$ cat config.mk
export PLATFORM = sky130hd
export DESIGN_NAME = memory_access
export DESIGN_NICKNAME = d
export VERILOG_FILES = /design/src/rtl/riscv_pkg.sv /design/src/rtl/memory_access_store_steer.sv /design/src/rtl/memory_access.sv
export SDC_FILE = /design/constraint.sdc
export NUM_CORES = 1
export LEC_CHECK = 0
export CAP_MARGIN = 20
export CORE_ASPECT_RATIO = 0.75
export CORE_MARGIN = 8
export CORE_UTILIZATION = 25
export DETAILED_ROUTE_END_ITERATION = 7
export SYNTH_ARGS = -nofsm -noshare
export SYNTH_HDL_FRONTEND = slang
export SYNTH_HIERARCHICAL = 1
export SYNTH_SLANG_ARGS = --single-unit
$ cat constraint.sdc
create_clock -name clk -period 2.8 [get_ports clk]
set_clock_uncertainty 0.05 [all_clocks]
set_input_delay 0.84 -clock clk [delete_from_list [all_inputs] [get_ports clk]]
set_output_delay 0.84 -clock clk [all_outputs]
set_load 0.01 [all_outputs]
$ cat src/rtl/riscv_pkg.sv
// riscv_pkg: shared RV32 instruction patterns, NOP encoding and memory-stage state type.
package riscv_pkg;

    localparam logic [31:0] I_LB  = 32'b????????????_?????_000_?????_0000011;
    localparam logic [31:0] I_LH  = 32'b????????????_?????_001_?????_0000011;
    localparam logic [31:0] I_LW  = 32'b????????????_?????_010_?????_0000011;
    localparam logic [31:0] I_LBU = 32'b????????????_?????_100_?????_0000011;
    localparam logic [31:0] I_LHU = 32'b????????????_?????_101_?????_0000011;
    localparam logic [31:0] S_SB  = 32'b???????_?????_?????_000_?????_0100011;
    localparam logic [31:0] S_SH  = 32'b???????_?????_?????_001_?????_0100011;
    localparam logic [31:0] S_SW  = 32'b???????_?????_?????_010_?????_0100011;
    localparam logic [31:0] R_ALL = 32'b???????_?????_?????_???_?????_0110011;

    localparam logic [31:0] NOP_INSTR = 32'h0000_0013;

    typedef enum logic [1:0] {
        IDLE = 2'd0,
        REQ  = 2'd1,
        WAIT = 2'd2
    } mem_state_e;

endpackage

$ cat src/rtl/memory_access_store_steer.sv
// store_steer: byte-lane enables, replicated store data and alignment check from funct3/addr.
module store_steer (
    input  logic [2:0]  funct3,
    input  logic [1:0]  addr,
    input  logic [31:0] rs2,
    output logic [3:0]  be,
    output logic [31:0] wdata,
    output logic        misaligned
);

    logic byte_op;
    logic half_op;

    // Signedness bit is irrelevant to width, so LB/LBU and LH/LHU share a class.
    assign byte_op = funct3 inside {3'b000, 3'b100};
    assign half_op = funct3 inside {3'b001, 3'b101};

    always_comb begin
        be         = byte_op ? 4'b0001 << addr : half_op ? (addr[1] ? 4'b1100 : 4'b0011) : 4'b1111;
        wdata      = byte_op ? {4{rs2[7:0]}} : half_op ? {2{rs2[15:0]}} : rs2;
        misaligned = byte_op ? 1'b0 : half_op ? addr[0] : |addr;
    end

endmodule

$ cat src/rtl/memory_access.sv
// memory_access: pipeline memory stage issuing one outstanding data-memory access at a time.
module memory_access
    import riscv_pkg::*;
(
    input  logic        clk,
    input  logic        rst_n,
    input  logic        valid_i,
    input  logic [31:0] instr_i,
    input  logic [31:0] alu_result_i,
    input  logic [31:0] rs2_data_i,
    output logic        stall_o,
    output logic        dmem_req_o,
    output logic        dmem_we_o,
    output logic [31:0] dmem_addr_o,
    output logic [3:0]  dmem_be_o,
    output logic [31:0] dmem_wdata_o,
    input  logic        dmem_gnt_i,
    input  logic        dmem_rvalid_i,
    input  logic [31:0] dmem_rdata_i,
    output logic [31:0] instr_o,
    output logic [31:0] alu_result_o,
    output logic [31:0] data_o,
    output logic        misalign_o
);

    mem_state_e  state, state_d;
    logic        is_load, is_store, is_mem, mis, accept, pass, mem_done;
    logic [3:0]  st_be;
    logic [31:0] st_wdata;
    logic [31:0] instr_q, addr_q, wdata_q;
    logic [3:0]  be_q;
    logic        we_q;
    logic [31:0] instr_d, alu_d, data_d;
    logic        mis_d;

    always_comb begin
        is_load  = 1'b0;
        is_store = 1'b0;
        casez (instr_i)
            I_LB, I_LBU, I_LH, I_LHU, I_LW: is_load  = 1'b1;
            S_SB, S_SH, S_SW:               is_store = 1'b1;
            default:                        ;
        endcase
    end

    store_steer u_steer (
        .funct3     (instr_i[14:12]),
        .addr       (alu_result_i[1:0]),
        .rs2        (rs2_data_i),
        .be         (st_be),
        .wdata      (st_wdata),
        .misaligned (mis)
    );

    assign is_mem = is_load | is_store;
    assign accept = state == IDLE && valid_i && is_mem && !mis;
    // Misaligned accesses take the same single-cycle path as non-memory instructions.
    assign pass   = state == IDLE && valid_i && (!is_mem || mis);

    always_ff @(posedge clk or negedge rst_n) begin
        if (!rst_n)
            state <= IDLE;
        else
            state <= state_d;
    end

    always_comb begin
        state_d = state;
        case (state)
            IDLE:    state_d = accept ? REQ : IDLE;
            REQ:     state_d = dmem_gnt_i ? (we_q ? IDLE : WAIT) : REQ;
            WAIT:    state_d = dmem_rvalid_i ? IDLE : WAIT;
            default: state_d = IDLE;
        endcase
    end

    always_comb begin
        mem_done     = (state == REQ && dmem_gnt_i && we_q) || (state == WAIT && dmem_rvalid_i);
        instr_d      = pass ? instr_i : mem_done ? instr_q : NOP_INSTR;
        alu_d        = pass ? alu_result_i : mem_done ? addr_q : 32'h0;
        data_d       = (state == WAIT && dmem_rvalid_i) ? dmem_rdata_i : 32'h0;
        mis_d        = pass && is_mem;
        stall_o      = state != IDLE;
        dmem_req_o   = state == REQ;
        dmem_we_o    = dmem_req_o && we_q;
        dmem_be_o    = dmem_req_o ? be_q : 4'h0;
        dmem_addr_o  = dmem_req_o ? {addr_q[31:2], 2'b00} : 32'h0;
        dmem_wdata_o = dmem_req_o ? wdata_q : 32'h0;
    end

    always_ff @(posedge clk or negedge rst_n) begin
        if (!rst_n) begin
            instr_q <= NOP_INSTR;
            addr_q  <= 32'h0;
            wdata_q <= 32'h0;
            be_q    <= 4'h0;
            we_q    <= 1'b0;
        end else if (accept) begin
            instr_q <= instr_i;
            addr_q  <= alu_result_i;
            wdata_q <= is_store ? st_wdata : 32'h0;
            be_q    <= is_store ? st_be : 4'hF;
            we_q    <= is_store;
        end
    end

    always_ff @(posedge clk or negedge rst_n) begin
        if (!rst_n) begin
            instr_o      <= NOP_INSTR;
            alu_result_o <= 32'h0;
            data_o       <= 32'h0;
            misalign_o   <= 1'b0;
        end else begin
            instr_o      <= instr_d;
            alu_result_o <= alu_d;
            data_o       <= data_d;
            misalign_o   <= mis_d;
        end
    end

endmodule

=== Word level (Yosys, flattened, before mapping) ===
Cells that the tools add are included.

* Input port bits: 133
* Flip-flop bits (word level): 200
* Output and inout bits: 168
* Word-level logic and storage cells: 70

* Bitwise logic cells: 1
* Eq/ne operators: 13
* Reduce and logical (&&, ||, !) cells: 21
* Shift operators: 1
* Muxes and demuxes: 24

{| class="wikitable"
|+ Operators with widths
! cell !! number
|-
| $mux W32 || 10
|-
| $eq A10 B10 Y1 const B || 2
|-
| $eq A10 B8 Y1 const B || 2
|-
| $eq A10 B9 Y1 const B || 2
|-
| $mux W4 || 5
|-
| $eq A10 B2 Y1 const B || 1
|-
| $eq A10 B6 Y1 const B || 1
|-
| $logic_and A1 B1 Y1 || 9
|-
| $eq A3 B3 Y1 const B || 2
|-
| $mux W2 || 3
|-
| $pmux W2 S3 || 1
|-
| $reduce_bool A2 Y1 || 3
|-
| $mux W1 || 5
|-
| $reduce_or A5 Y1 || 1
|-
| $shl A1 B2 Y4 const A || 1
|-
| $eq A3 B1 Y1 const B || 1
|-
| $logic_not A3 Y1 || 1
|-
| $reduce_or A3 Y1 || 1
|-
| $eq A2 B1 Y1 const B || 1
|-
| $eq A2 B2 Y1 const B || 1
|-
| $logic_not A1 Y1 || 2
|-
| $logic_not A2 Y1 || 1
|-
| $logic_or A1 B1 Y1 || 2
|-
| $reduce_or A2 Y1 || 1
|-
| $or A1 B1 Y1 || 1
|}

=== Longest topological paths before layout ===
* Depth after elaboration: 8
* Depth in mapped cells: 7
* Gate-level depth less buffers: 4

=== Hierarchy ===
The synthesis kept the hierarchy.

{| class="wikitable"
|+ By module, submodules not included
! module !! cells an instance !! times used !! area an instance (um2) !! sequential area each (um2)
|-
| memory_access || 607 || 1 || 7886.3 || 5012.3
|-
| store_steer || 63 || 1 || 521.8 || 0.0
|}

=== Worst setup path after synthesis ===
OpenSTA, ideal clock, no wires.

* Path kind: input to register
* Start point: in instr_i[13]
* End point: reg instr_q[5]
* Library setup time: 0.128 ns
* Data arrival time: 2.134 ns
* Stages on the path: 7
* Data required time: 2.622 ns
* Path slack: 0.488 ns
* Buffers on the path: 3
* Path through: buf_4 -> a21oi_1 -> nor2_1 -> nor4_4 -> buf_6 -> buf_6 -> mux2_1

* Word-level cells in the longest chain between the ends: 6
* Elaborated cells on any way between the ends: 24
* Classes of those cells: 11 x eq/ne; 4 x mux; 1 x bitwise; 8 x reduce/logical

{| class="wikitable"
|+ Ends and longest elaborated chain
! what !! RTL line !! RTL
|-
| start: declaration || memory_access.sv:8 || <nowiki>input logic [31:0] instr_i,</nowiki>
|-
| $eq A3 B1 Y1 / $eq A3 B3 Y1 (equally long branches) || memory_access_store_steer.sv:16 || <nowiki>assign half_op = funct3 inside {3'b001, 3'b101};</nowiki>
|-
| $reduce_bool A2 Y1 || memory_access_store_steer.sv:16 ||
|-
| $mux W1 || memory_access_store_steer.sv:21 || <nowiki>misaligned = byte_op ? 1'b0 : half_op ? addr[0] : |addr;</nowiki>
|-
| $mux W1 (*) || memory_access_store_steer.sv:21 ||
|-
| named net mis || memory_access.sv:27 || <nowiki>logic is_load, is_store, is_mem, mis, accept, pass, mem_done;</nowiki>
|-
| $logic_not A1 Y1 (*) || memory_access.sv:56 || <nowiki>assign accept = state == IDLE && valid_i && is_mem && !mis;</nowiki>
|-
| $logic_and A1 B1 Y1 (*) || memory_access.sv:56 ||
|-
| end signal: assignment || memory_access.sv:99 || <nowiki>instr_q <= instr_i;</nowiki>
|-
| end: declaration || memory_access.sv:30 || <nowiki>logic [31:0] instr_q, addr_q, wdata_q;</nowiki>
|}

Mark *: on every way through the listed nets, which the timed path passes. The rest lies on a longest branch.
A chain may end at the register's enable or synchronous reset.

=== Worst setup path in the final report ===
* Start point: reg state[0]
* End point: out dmem_addr_o[11]

* Word-level cells in the longest chain between the ends: 2

{| class="wikitable"
|+ Ends and longest elaborated chain
! what !! RTL line !! RTL
|-
| start: declaration || memory_access.sv:26 || <nowiki>mem_state_e state, state_d;</nowiki>
|-
| start signal: assignment || memory_access.sv:64 || <nowiki>state <= state_d;</nowiki>
|-
| $eq A2 B1 Y1 || memory_access.sv:84 || <nowiki>dmem_req_o = state == REQ;</nowiki>
|-
| $mux W32 || memory_access.sv:87 || <nowiki>dmem_addr_o = dmem_req_o ? {addr_q[31:2], 2'b00} : 32'h0;</nowiki>
|-
| end: declaration || memory_access.sv:14 || <nowiki>output logic [31:0] dmem_addr_o,</nowiki>
|}

No other way between the ends.

==> out/results.ini <==
[worst_setup_path]
reg2reg_slack_ns = 0.57
arrival_ns = 1.78
critPathRequiredTime_ns = 1.91
cp_top_family = buffers and inverters
cp-end-kind = primary output
crit_chain = clkinv_2 > nor2_4 > buf_4 > buf_12 > buf_16 > and2_1 > clkdlybuf4s15_2
start_kind = flop
r2r_start = state[1]$_DFF_PN0_
worstPathMaxFanout = 15
critPathBufInv = 5
slowest_delay_ns = 0.38
path_class = reg -> out
crit_slowest_cell = dfrtp_1
startpoint = state[0]$_DFF_PN0_

[sta]
slew_violations = 0
fin_crit_sh_pct = 95.5
hold_ws_ns = 0.313
layout_setup_ws_ns = 0.125
hold_viol = 0
achievable-frequency_mhz = 374
min_period_ns = 2.67
setup_viol = 0
worstMarginPinSlew_ns = 0.537
fin_tns_setup_ns = 0
slew_headroom_pct = 64.2

[placement]
place_hpwl_um = 18700
placed_cell_area_um2 = 12100
port_buffers = 298
place_ws_ns = -0.247
gp_congestion = 0.775

[clocking]
clock_sinks = 200
clockBufferDepth = 2
root_buffer = clkbuf_16
cts_tree = done
cts-htree-levels = 4
cts_buffers = 17
clock_latency_ns = 0.45
clk_transition_reported_paths_ns = 0.09
holdBufCountCts = 0

[global_route]
grt_pass1_wl_um = 41600
grt_pass1_vias = 6830
gr-usage-all-layers_pct = 13.3
antenna_found_initial = 5
grt_max_degree = 65
grt-ovfl-total = 0

[logic_synthesis]
netlist_area_um2 = 8410
ys_async_sr_fraction_pct = 100
synth.area.top_cells = dfrtp_1 (58%), a22o_1 (6.4%), mux2_1 (5.5%), mux2_2 (5.1%), and2_1 (5.1%)
synth-seq-area-share_pct = 59.6
synth_edf_count = 0
synth-seq-cells = 200
yosys.area.top_type_share_pct = 57.7
yosysWarningCount = 6
avgSynthCellArea_um2 = 12.5
synth_ff_type = dfrtp_1
netlist_instances = 670
synth_cell_type_count = 35
yosysTopAreaCell = dfrtp_1

[floorplan]
initial_utilization_pct = 25.2
fp.dieH_um = 175
fp.dieArea_um2 = 39800
die_w_um = 228
core_area_um2 = 33300
ios = 301
rows = 58

[pwr]
p_leak_nw = 6.05
ir_worst_vdd_uv = 324
power_density_nw_per_um2 = 512

[drt]
ant_nets = 0
drc = 0
drt-total-wl_um = 26100
firstDrtPassIters = 4
drtIter0Drc = 244
wl_per_cell_um = 18.1
via_per_inst = 4.27
vias = 6147

[final_layout]
final_cell_mix = clkdlybuf4s50_1 (228), dfrtp_1 (193), and2_1 (67), a22o_1 (61), dlygate4sd2_1 (48)
final_layout_size_suffix_gt1_share_pct = 16.0
nets = 1109
fin_area_um2 = 12700
syn2layout_area_growth_pct = 51.2
layout.cells.most_common = clkdlybuf4s50_1

[min_path]
hold_class = in -> async

[run]
max_cap_viol_count = 0

[run_status]
status = finished clean

## Yosys cell counts, drive strengths merged, types with 2 or more instances
master,n
dfrtp,194
mux2,79
and2,68
a22o,61
nand2,47
mux2i,40
inv,38
buf,33
nor3,33
clkbuf,22
nor2,11
o21ai,9
dfstp,6
nand2b,6
nor2b,5
a21oi,3
a21o,2
o21bai,2
or2,2
## routing by layer
layer / vias to the layer above / wire length [um] / track usage, %
met3: 21 / 2120 / 5.48
li1: 2874 / - / -
met4: 4 / 355 / 3.95
met1: 3047 / 11600 / 16.6
met2: 201 / 12000 / 21.0
met5: - / 23 / 0
## final timing paths
path                                     endpoint  depth (start not counted)
min reg2reg                instr_q[4]$_DFFE_PN1P_                          2
min in group clk           instr_q[4]$_DFFE_PN1P_                          2
max reg2reg                wdata_q[5]$_DFFE_PN0P_                          7
max                               dmem_addr_o[11]                          7
max in group asynchronous    instr_o[4]$_DFF_PN1_                          2
min                          instr_o[2]$_DFF_PN0_                          1
## logic make-up (layout without fill, tap and decap cells)
kind of cell	after synthesis	count (layout)	synth area share, %
other	1	3	0.0446
and+or+nand+nor	174	174	11.0
muxes	119	119	15.3
buffers and inverters	94	412	5.76
AOI/OAI and AO/OA	82	82	8.24
DFF	200	200	59.6
## final cells by class
class / instances / area [um^2]
fill: 3247 / 20600
sequential: 200 / 5010
timing repair buffer: 341 / 3360
multi-input combinational: 377 / 2960
tap: 450 / 563
clock buffer: 17 / 425
clock inverter: 15 / 245
inverter: 39 / 148
antenna: 1 / 2.50
## state kept, by name, indices dropped and copies added, names as in the netlist
register and flops:
alu_result_o 32, instr_o 32, we_q 1, addr_q 32, wdata_q 32, data_o 32, be_q 4, state 2
misalign_o 1, instr_q 32
## repair_timing
action                                  in CTS  in global routing
cloned                                       1                  0
buffers inserted                             4                  1
endpoints found under the hold margin        0                  0
endpoints found under the setup margin      68                 16
pin swaps                                    1                  1
resized for setup                           83                 26
## where the power goes
group | leakage, nW | switching [W] | internal, W
Clock | 0.317 | 0.00131 | 0.00141
Combinational | 3.19 | 0.000307 | 0.000405
Sequential | 2.54 | 0.0000506 | 0.00303
## stage by stage
stage,util [%],power (W),std cells
global placement,36.2,0.00385,1401
finish,38.2,0.00651,1440
CTS,38.3,0.00664,1438
floorplan,-,0.00339,671
global route,38.2,0.00681,1440
detailed placement,36.2,0.00386,1401
Note: power is estimated with default switching activity, not from simulation.
